**src/rtl/tomasulo_pkg.sv**
```systemverilog
// Shared widths, opcode classes and ROB entry layout for the Tomasulo back end.
// The ROB_BRANCH_FLUSH_EN macro is consumed by reorder_buffer, not here.
package tomasulo_pkg;

  localparam int unsigned DEPTH  = 8;
  localparam int unsigned TAG_W  = 3;
  localparam int unsigned DATA_W = 16;
  localparam int unsigned REG_W  = 4;
  localparam int unsigned FUNC_W = 4;

  typedef enum logic [1:0] {
    CLS_ADD    = 2'b00,
    CLS_MUL    = 2'b01,
    CLS_BRANCH = 2'b10,
    CLS_RSVD   = 2'b11
  } func_class_e;

  typedef struct packed {
    logic              valid;
    logic              done;
    logic [FUNC_W-1:0] func;
    logic [REG_W-1:0]  rd;
    logic [DATA_W-1:0] data;
  } rob_entry_t;

  // Opcode class lives in the top two bits of func.
  function automatic func_class_e func_class(input logic [FUNC_W-1:0] f);
    return func_class_e'(f[FUNC_W-1 -: 2]);
  endfunction

  function automatic logic writes_reg(input logic [FUNC_W-1:0] f);
    return (func_class(f) == CLS_ADD) || (func_class(f) == CLS_MUL);
  endfunction

endpackage

```
**src/rtl/rob_ptr_ctl.sv**
```systemverilog
// Head/tail pointers and occupancy for the reorder buffer.
// full/empty/alloc_ready come from the occupancy count, never from pointer equality.
module rob_ptr_ctl #(
  parameter int unsigned DEPTH = 8,
  parameter int unsigned TAG_W = 3
) (
  input  logic             clk1,
  input  logic             rst_n,
  input  logic             i_alloc,
  input  logic             i_commit,
  input  logic             i_flush,
  output logic [TAG_W-1:0] o_head,
  output logic [TAG_W-1:0] o_tail,
  output logic [TAG_W:0]   o_count,
  output logic             o_full,
  output logic             o_empty,
  output logic             o_alloc_ready
);

  localparam logic [TAG_W:0] LP_FULL = (TAG_W+1)'(DEPTH);

  logic [TAG_W-1:0] r_head;
  logic [TAG_W-1:0] r_tail;
  logic [TAG_W:0]   r_count;
  logic             r_full;
  logic             r_empty;
  logic             r_alloc_ready;

  logic [TAG_W-1:0] w_head_nxt;
  logic [TAG_W-1:0] w_tail_nxt;
  logic [TAG_W:0]   w_count_nxt;

  // A flush restarts the window just past the retiring branch.
  always_comb begin
    w_head_nxt  = r_head;
    w_tail_nxt  = r_tail;
    w_count_nxt = r_count;
    if (i_commit) begin
      w_head_nxt = r_head + TAG_W'(1);
    end
    if (i_flush) begin
      w_tail_nxt  = w_head_nxt;
      w_count_nxt = '0;
    end else begin
      if (i_alloc) begin
        w_tail_nxt = r_tail + TAG_W'(1);
      end
      case ({i_alloc, i_commit})
        2'b10:   w_count_nxt = r_count + (TAG_W+1)'(1);
        2'b01:   w_count_nxt = r_count - (TAG_W+1)'(1);
        default: w_count_nxt = r_count;
      endcase
    end
  end

  always_ff @(posedge clk1) begin
    if (!rst_n) begin
      r_head        <= '0;
      r_tail        <= '0;
      r_count       <= '0;
      r_full        <= 1'b0;
      r_empty       <= 1'b1;
      r_alloc_ready <= 1'b1;
    end else begin
      r_head        <= w_head_nxt;
      r_tail        <= w_tail_nxt;
      r_count       <= w_count_nxt;
      r_full        <= (w_count_nxt == LP_FULL);
      r_empty       <= (w_count_nxt == '0);
      r_alloc_ready <= (w_count_nxt != LP_FULL);
    end
  end

  assign o_head        = r_head;
  assign o_tail        = r_tail;
  assign o_count       = r_count;
  assign o_full        = r_full;
  assign o_empty       = r_empty;
  assign o_alloc_ready = r_alloc_ready;

endmodule

```
**src/rtl/reorder_buffer.sv**
```systemverilog
// In-order retirement buffer: allocate at tail, complete from the CDB, retire from head.
// Define ROB_BRANCH_FLUSH_EN to squash younger entries when a taken-mispredict branch retires.
module reorder_buffer #(
  parameter int unsigned DEPTH  = tomasulo_pkg::DEPTH,
  parameter int unsigned DATA_W = tomasulo_pkg::DATA_W,
  parameter int unsigned TAG_W  = tomasulo_pkg::TAG_W,
  parameter int unsigned REG_W  = tomasulo_pkg::REG_W,
  parameter int unsigned FUNC_W = tomasulo_pkg::FUNC_W
) (
  input  logic              clk1,
  input  logic              rst_n,
  input  logic              alloc_valid,
  input  logic [FUNC_W-1:0] alloc_func,
  input  logic [REG_W-1:0]  alloc_rd,
  output logic              alloc_ready,
  output logic [TAG_W-1:0]  alloc_tag,
  input  logic              cdb_valid,
  input  logic [TAG_W-1:0]  cdb_tag,
  input  logic [DATA_W-1:0] cdb_data,
  input  logic [TAG_W-1:0]  query_tag,
  output logic              query_ready,
  output logic [DATA_W-1:0] query_data,
  output logic              commit_valid,
  output logic              commit_we,
  output logic [REG_W-1:0]  commit_rd,
  output logic [DATA_W-1:0] commit_data,
  output logic [TAG_W-1:0]  commit_tag,
  output logic [TAG_W:0]    count,
  output logic              full,
  output logic              empty,
  output logic              flush
);

  import tomasulo_pkg::*;

  rob_entry_t r_rob [DEPTH];

  logic [TAG_W-1:0]  w_head;
  logic [TAG_W-1:0]  w_tail;
  logic              w_alloc_ready;
  rob_entry_t        w_head_ent;
  logic              w_commit;
  logic              w_flush;
  logic              w_alloc;
  logic              w_cdb;

  logic              r_commit_valid;
  logic              r_commit_we;
  logic [REG_W-1:0]  r_commit_rd;
  logic [DATA_W-1:0] r_commit_data;
  logic [TAG_W-1:0]  r_commit_tag;

  assign w_head_ent = r_rob[w_head];
  assign w_commit   = w_head_ent.valid && w_head_ent.done;

`ifdef ROB_BRANCH_FLUSH_EN
  logic r_flush;
  assign w_flush = w_commit && (func_class(w_head_ent.func) == CLS_BRANCH) && w_head_ent.data[0];
  assign flush   = r_flush;
`else
  assign w_flush = 1'b0;
  assign flush   = 1'b0;
`endif

  // alloc_ready is registered, so a same-cycle commit cannot open a slot when full.
  assign w_alloc = alloc_valid && w_alloc_ready && !w_flush;
  assign w_cdb   = cdb_valid && r_rob[cdb_tag].valid && !r_rob[cdb_tag].done;

  rob_ptr_ctl #(
    .DEPTH (DEPTH),
    .TAG_W (TAG_W)
  ) u_ptr_ctl (
    .clk1          (clk1),
    .rst_n         (rst_n),
    .i_alloc       (w_alloc),
    .i_commit      (w_commit),
    .i_flush       (w_flush),
    .o_head        (w_head),
    .o_tail        (w_tail),
    .o_count       (count),
    .o_full        (full),
    .o_empty       (empty),
    .o_alloc_ready (w_alloc_ready)
  );

  // Entry storage; commit, CDB and alloc never target the same live slot.
  always_ff @(posedge clk1) begin
    if (!rst_n || w_flush) begin
      for (int unsigned i = 0; i < DEPTH; i++) begin
        r_rob[i] <= '0;
      end
    end else begin
      if (w_commit) begin
        r_rob[w_head] <= '0;
      end
      if (w_cdb) begin
        r_rob[cdb_tag].done <= 1'b1;
        r_rob[cdb_tag].data <= cdb_data;
      end
      if (w_alloc) begin
        r_rob[w_tail] <= rob_entry_t'{valid: 1'b1, done: 1'b0, func: alloc_func,
                                      rd: alloc_rd, data: '0};
      end
    end
  end

  // Retirement port; rd/data/tag hold between commits.
  always_ff @(posedge clk1) begin
    if (!rst_n) begin
      r_commit_valid <= 1'b0;
      r_commit_we    <= 1'b0;
      r_commit_rd    <= '0;
      r_commit_data  <= '0;
      r_commit_tag   <= '0;
    end else begin
      r_commit_valid <= w_commit;
      r_commit_we    <= w_commit && writes_reg(w_head_ent.func);
      if (w_commit) begin
        r_commit_rd   <= w_head_ent.rd;
        r_commit_data <= w_head_ent.data;
        r_commit_tag  <= w_head;
      end
    end
  end

`ifdef ROB_BRANCH_FLUSH_EN
  always_ff @(posedge clk1) begin
    if (!rst_n) begin
      r_flush <= 1'b0;
    end else begin
      r_flush <= w_flush;
    end
  end
`endif

  // Operand lookup: a finished entry wins, otherwise forward a matching broadcast.
  always_comb begin
    query_ready = 1'b0;
    query_data  = r_rob[query_tag].data;
    if (r_rob[query_tag].valid && r_rob[query_tag].done) begin
      query_ready = 1'b1;
    end else if (cdb_valid && (cdb_tag == query_tag)) begin
      query_ready = 1'b1;
      query_data  = cdb_data;
    end
  end

  assign alloc_ready  = w_alloc_ready;
  assign alloc_tag    = w_tail;
  assign commit_valid = r_commit_valid;
  assign commit_we    = r_commit_we;
  assign commit_rd    = r_commit_rd;
  assign commit_data  = r_commit_data;
  assign commit_tag   = r_commit_tag;

endmodule
```
**config.mk**
```make
export PLATFORM = sky130hd
export DESIGN_NAME = reorder_buffer
export DESIGN_NICKNAME = d
export VERILOG_FILES = /design/src/rtl/tomasulo_pkg.sv /design/src/rtl/rob_ptr_ctl.sv /design/src/rtl/reorder_buffer.sv
export SDC_FILE = /design/constraint.sdc
export NUM_CORES = 1
export LEC_CHECK = 0
export BUFFER_PORTS_ARGS = -buffer_cell sky130_fd_sc_hd__clkbuf_2
export CAP_MARGIN = 25
export CORE_AREA = 2 2 137 166
export CTS_CLUSTER_DIAMETER = 40
export DETAILED_ROUTE_END_ITERATION = 8
export DIE_AREA = 0 0 139 168
export PLACE_DENSITY = 0.76
export SLEW_MARGIN = 0
export SYNTH_ARGS = -nofsm -noshare
export SYNTH_HDL_FRONTEND = slang
export SYNTH_SLANG_ARGS = --single-unit
```
**constraint.sdc**
```tcl
create_clock -name clk1 -period 3.65 [get_ports clk1]
set_input_delay 0.1825 -clock clk1 [delete_from_list [all_inputs] [get_ports clk1]]
set_output_delay 0.1825 -clock clk1 [all_outputs]
set_load 0.02 [all_outputs]
```
==> results.cfg <==
[drt]
wirelength_mm = 39.0
final_antenna_net_count = 0
wl_per_cell_um = 26.5
drc = 0
route.vias.total = 10456
firstDrtPassIters = 5
first_iter_violations = 1385
viasPerCell = 7.11

[timing]
worst_pin_slew_ns = 1.16
max_freq_mhz = 301
tns_ns = 0
hold_viol_final = 0
layout_worst_path_cycle_share_pct = 91.0
finalSetupViolCount = 0
min_period_ns = 3.32
finClkSkew_ns = 0.0341
rsz0062_at_grt = no
drv_slew = 0
relSlewSlack_pct = 22.4

[grt]
grt_use_total_pct = 32.3
grt-ovfl-total = 0
grt_pass1_vias = 10030
antenna_found_initial = 0
grt_pass1_wl_mm = 58.8
grt_max_degree = 101

[layout]
syn2layout_area_growth_pct = 14.7
antennaDiodeCount = 0
drive_gt1_share_pct = 20.8
nets = 1207

[yosys]
synth.avg_cell_area_um2 = 10.5
syn_nets = 1168
async_reset_ff_share_pct = 0
synth.area.top_cells = dfxtp_1 31%, edfxtp_1 10%, mux2i_1 8.6%
ys_types = 71
syn_inst = 1129
synth_most_common_cell = dfxtp_1
synth_area_leader_cell = dfxtp_1
ys_ff_latch = 225
syn_area_um2 = 11800
synth_flop_cell = dfxtp_1
yosysWarnings = 0
synth.cells.most_frequent = 185 x dfxtp_1, 102 x mux2i_1, 82 x nand4_1
synth_edf_count = 40
ys_seq_area_share_pct = 41.4
yosysTopAreaCellShare_pct = 31.3

[cts]
h-tree-depth = 1
clock_sinks = 225
cts_made_buffers = 30
clockRootBuffer = clkbuf_16
cts_tree = yes
path_clk_slew_ns = 0.06
cts_setup_buffers = 0
cts_buffer_depth = 3
insertion_delay_ns = 0.57

[power]
power_frac_clock_pct = 51.3
leakage_uw = 0.00490
p_sw_share_pct = 24.0
pwr-share-seq_pct = 43.4
p_comb_share_pct = 5.3
intPower_uw = 4510
powerDensity_nw_per_um2 = 437
p_sw_uw = 1430
total_power_uw = 5930
ir_drop_uv = 383

[setup_path]
slowest_delay_ns = 0.50
cp_data_required_time_ns = 4.12
crit_type = reg2reg
worstSetupStartpointType = register
crit_fanout = 14
worstPathCellList = and4b_1 > o41ai_4 > nand2_2 > ha_1 > xor2_1 > ha_1 > a21oi_1 > mux2i_1 > mux2_2 > a221oi_1
rr_worst_depth = 10
arrival_ns = 3.79
crit_path_end_kind = register
cpMostUsedCell = ha_1
slowest_stage = dfxtp_2

[status]
outcome = finished, final reports clean

[die]
die_y_um = 168
initial_utilization_pct = 54.0
dieWidth_um = 139
rows = 60
die_area_um2 = 23400
ios = 87
design.core.area_um2 = 21900

[place]
port_buffers = 82
place_congestion = 0.889
dp_hpwl_mm = 23.2

[hold_path]
min_from = alloc_rd[2]
hold_path_class = in2reg
min_path_cells = 2

[run]
maxCapViolCount = 0
## registers in the layout (all words and copies together) (netlist names), named ones only
register / cells
commit_rd: 4
u_ptr_ctl.o_count: 4
commit_valid: 1
u_ptr_ctl.o_head: 3
commit_we: 1
u_ptr_ctl.o_alloc_ready: 1
u_ptr_ctl.o_tail: 3
r_rob: 184
commit_tag: 3
commit_data: 16
u_ptr_ctl.o_empty: 1
u_ptr_ctl.o_full: 1
## cell families (layout without fill, tap and decap cells)
kind of cell / after synthesis / count (layout) / synth area share (%)
compound gates: 270 / 270 / 19.7
buf+inv: 138 / 201 / 4.93
mux: 143 / 143 / 16.0
flops: 225 / 225 / 41.4
simple gates: 340 / 340 / 16.9
xor+xnor: 7 / 7 / 0.518
fa+ha+maj: 5 / 5 / 0.529
other cells: 1 / 1 / 0.0317
## power groups by stage
stage	Clock, µW	Combinational [µW]	Sequential [µW]
final	3040	314	2580
after global routing	3150	332	2580
after CTS	3040	308	2580
after detailed placement	0	297	2630
after global placement	0	291	2630
after floorplan	0	197	2630
## layout by cell type (no fill, tap or decap), drive strengths merged, types with 12 or more instances in the layout
cell type and count:
and2 62, mux4 36, edfxtp 40, o2111ai 20, and3 33, nor2 26
o2bb2ai 81, nand4 82, a32oi 15, o21ai 29, a32o 48, dfxtp 185
buf 48, nand3 14, a22oi 41, nand2 53, mux2i 102, nand2b 12
dlygate4sd3 12, clkbuf 115
## stage by stage
stage	worst slack, ns	utilization [%]	cell area, µm²	cells	hold WS [ns]
global route	0.100	61.9	13600	1471	0.0116
CTS	0.109	61.9	13600	1471	0.000701
detailed placement	0.222	56.7	12400	1403	0.439
finish	0.330	61.9	13600	1471	0.00573
global placement	0.369	56.6	12400	1402	0.438
floorplan	0.169	-	11800	1129	0.381
## what timing repair did
item / 4_1_cts / 5_1_grt
hold buffers: 12 / 0
hold endpoints to repair: 59 / 0
endpoints found under the setup margin: 0 / 1
gates resized for setup: 0 / 2
## path summary, 6_finish.rpt
kind | end | slack (ns)
worst max-delay path | u_ptr_ctl.o_empty | 0.33
worst min-delay path | r_rob[4][18] | 0.006
worst max register to register | u_ptr_ctl.o_empty | 0.33
worst min register to register | commit_data[5] | 0.45
## routing by layer
| layer | GRT usage, % | wire (µm) | vias to the layer above | part of all wire [%] |
|---|---|---|---|---|
| met4 | 19.8 | 2510 | 0 | 6.4 |
| li1 | - | - | 4545 | - |
| met1 | 41.7 | 14300 | 5003 | 37 |
| met2 | 51.3 | 17900 | 728 | 46 |
| met3 | 5.06 | 4270 | 180 | 11 |
| met5 | 0 | 0 | - | 0 |
## area by class of cell
cell class	count	area [µm²]
multi-input cells	766	6370
inverters	4	15.0
clock inverters	22	248
repair buffers	141	897
well taps	279	349
clock buffers	34	787
flip-flops and latches	225	4910
fillers	1808	8340
## worst max-delay path, delay by kind of cell (launching register included)
family | cells | cell delay (ns)
flops | 1 | 0.50
fa+ha+maj | 2 | 0.48
mux | 2 | 0.76
xor+xnor | 1 | 0.18
compound gates | 3 | 0.85
simple gates | 2 | 0.46
(Power assumes the default switching activity.)
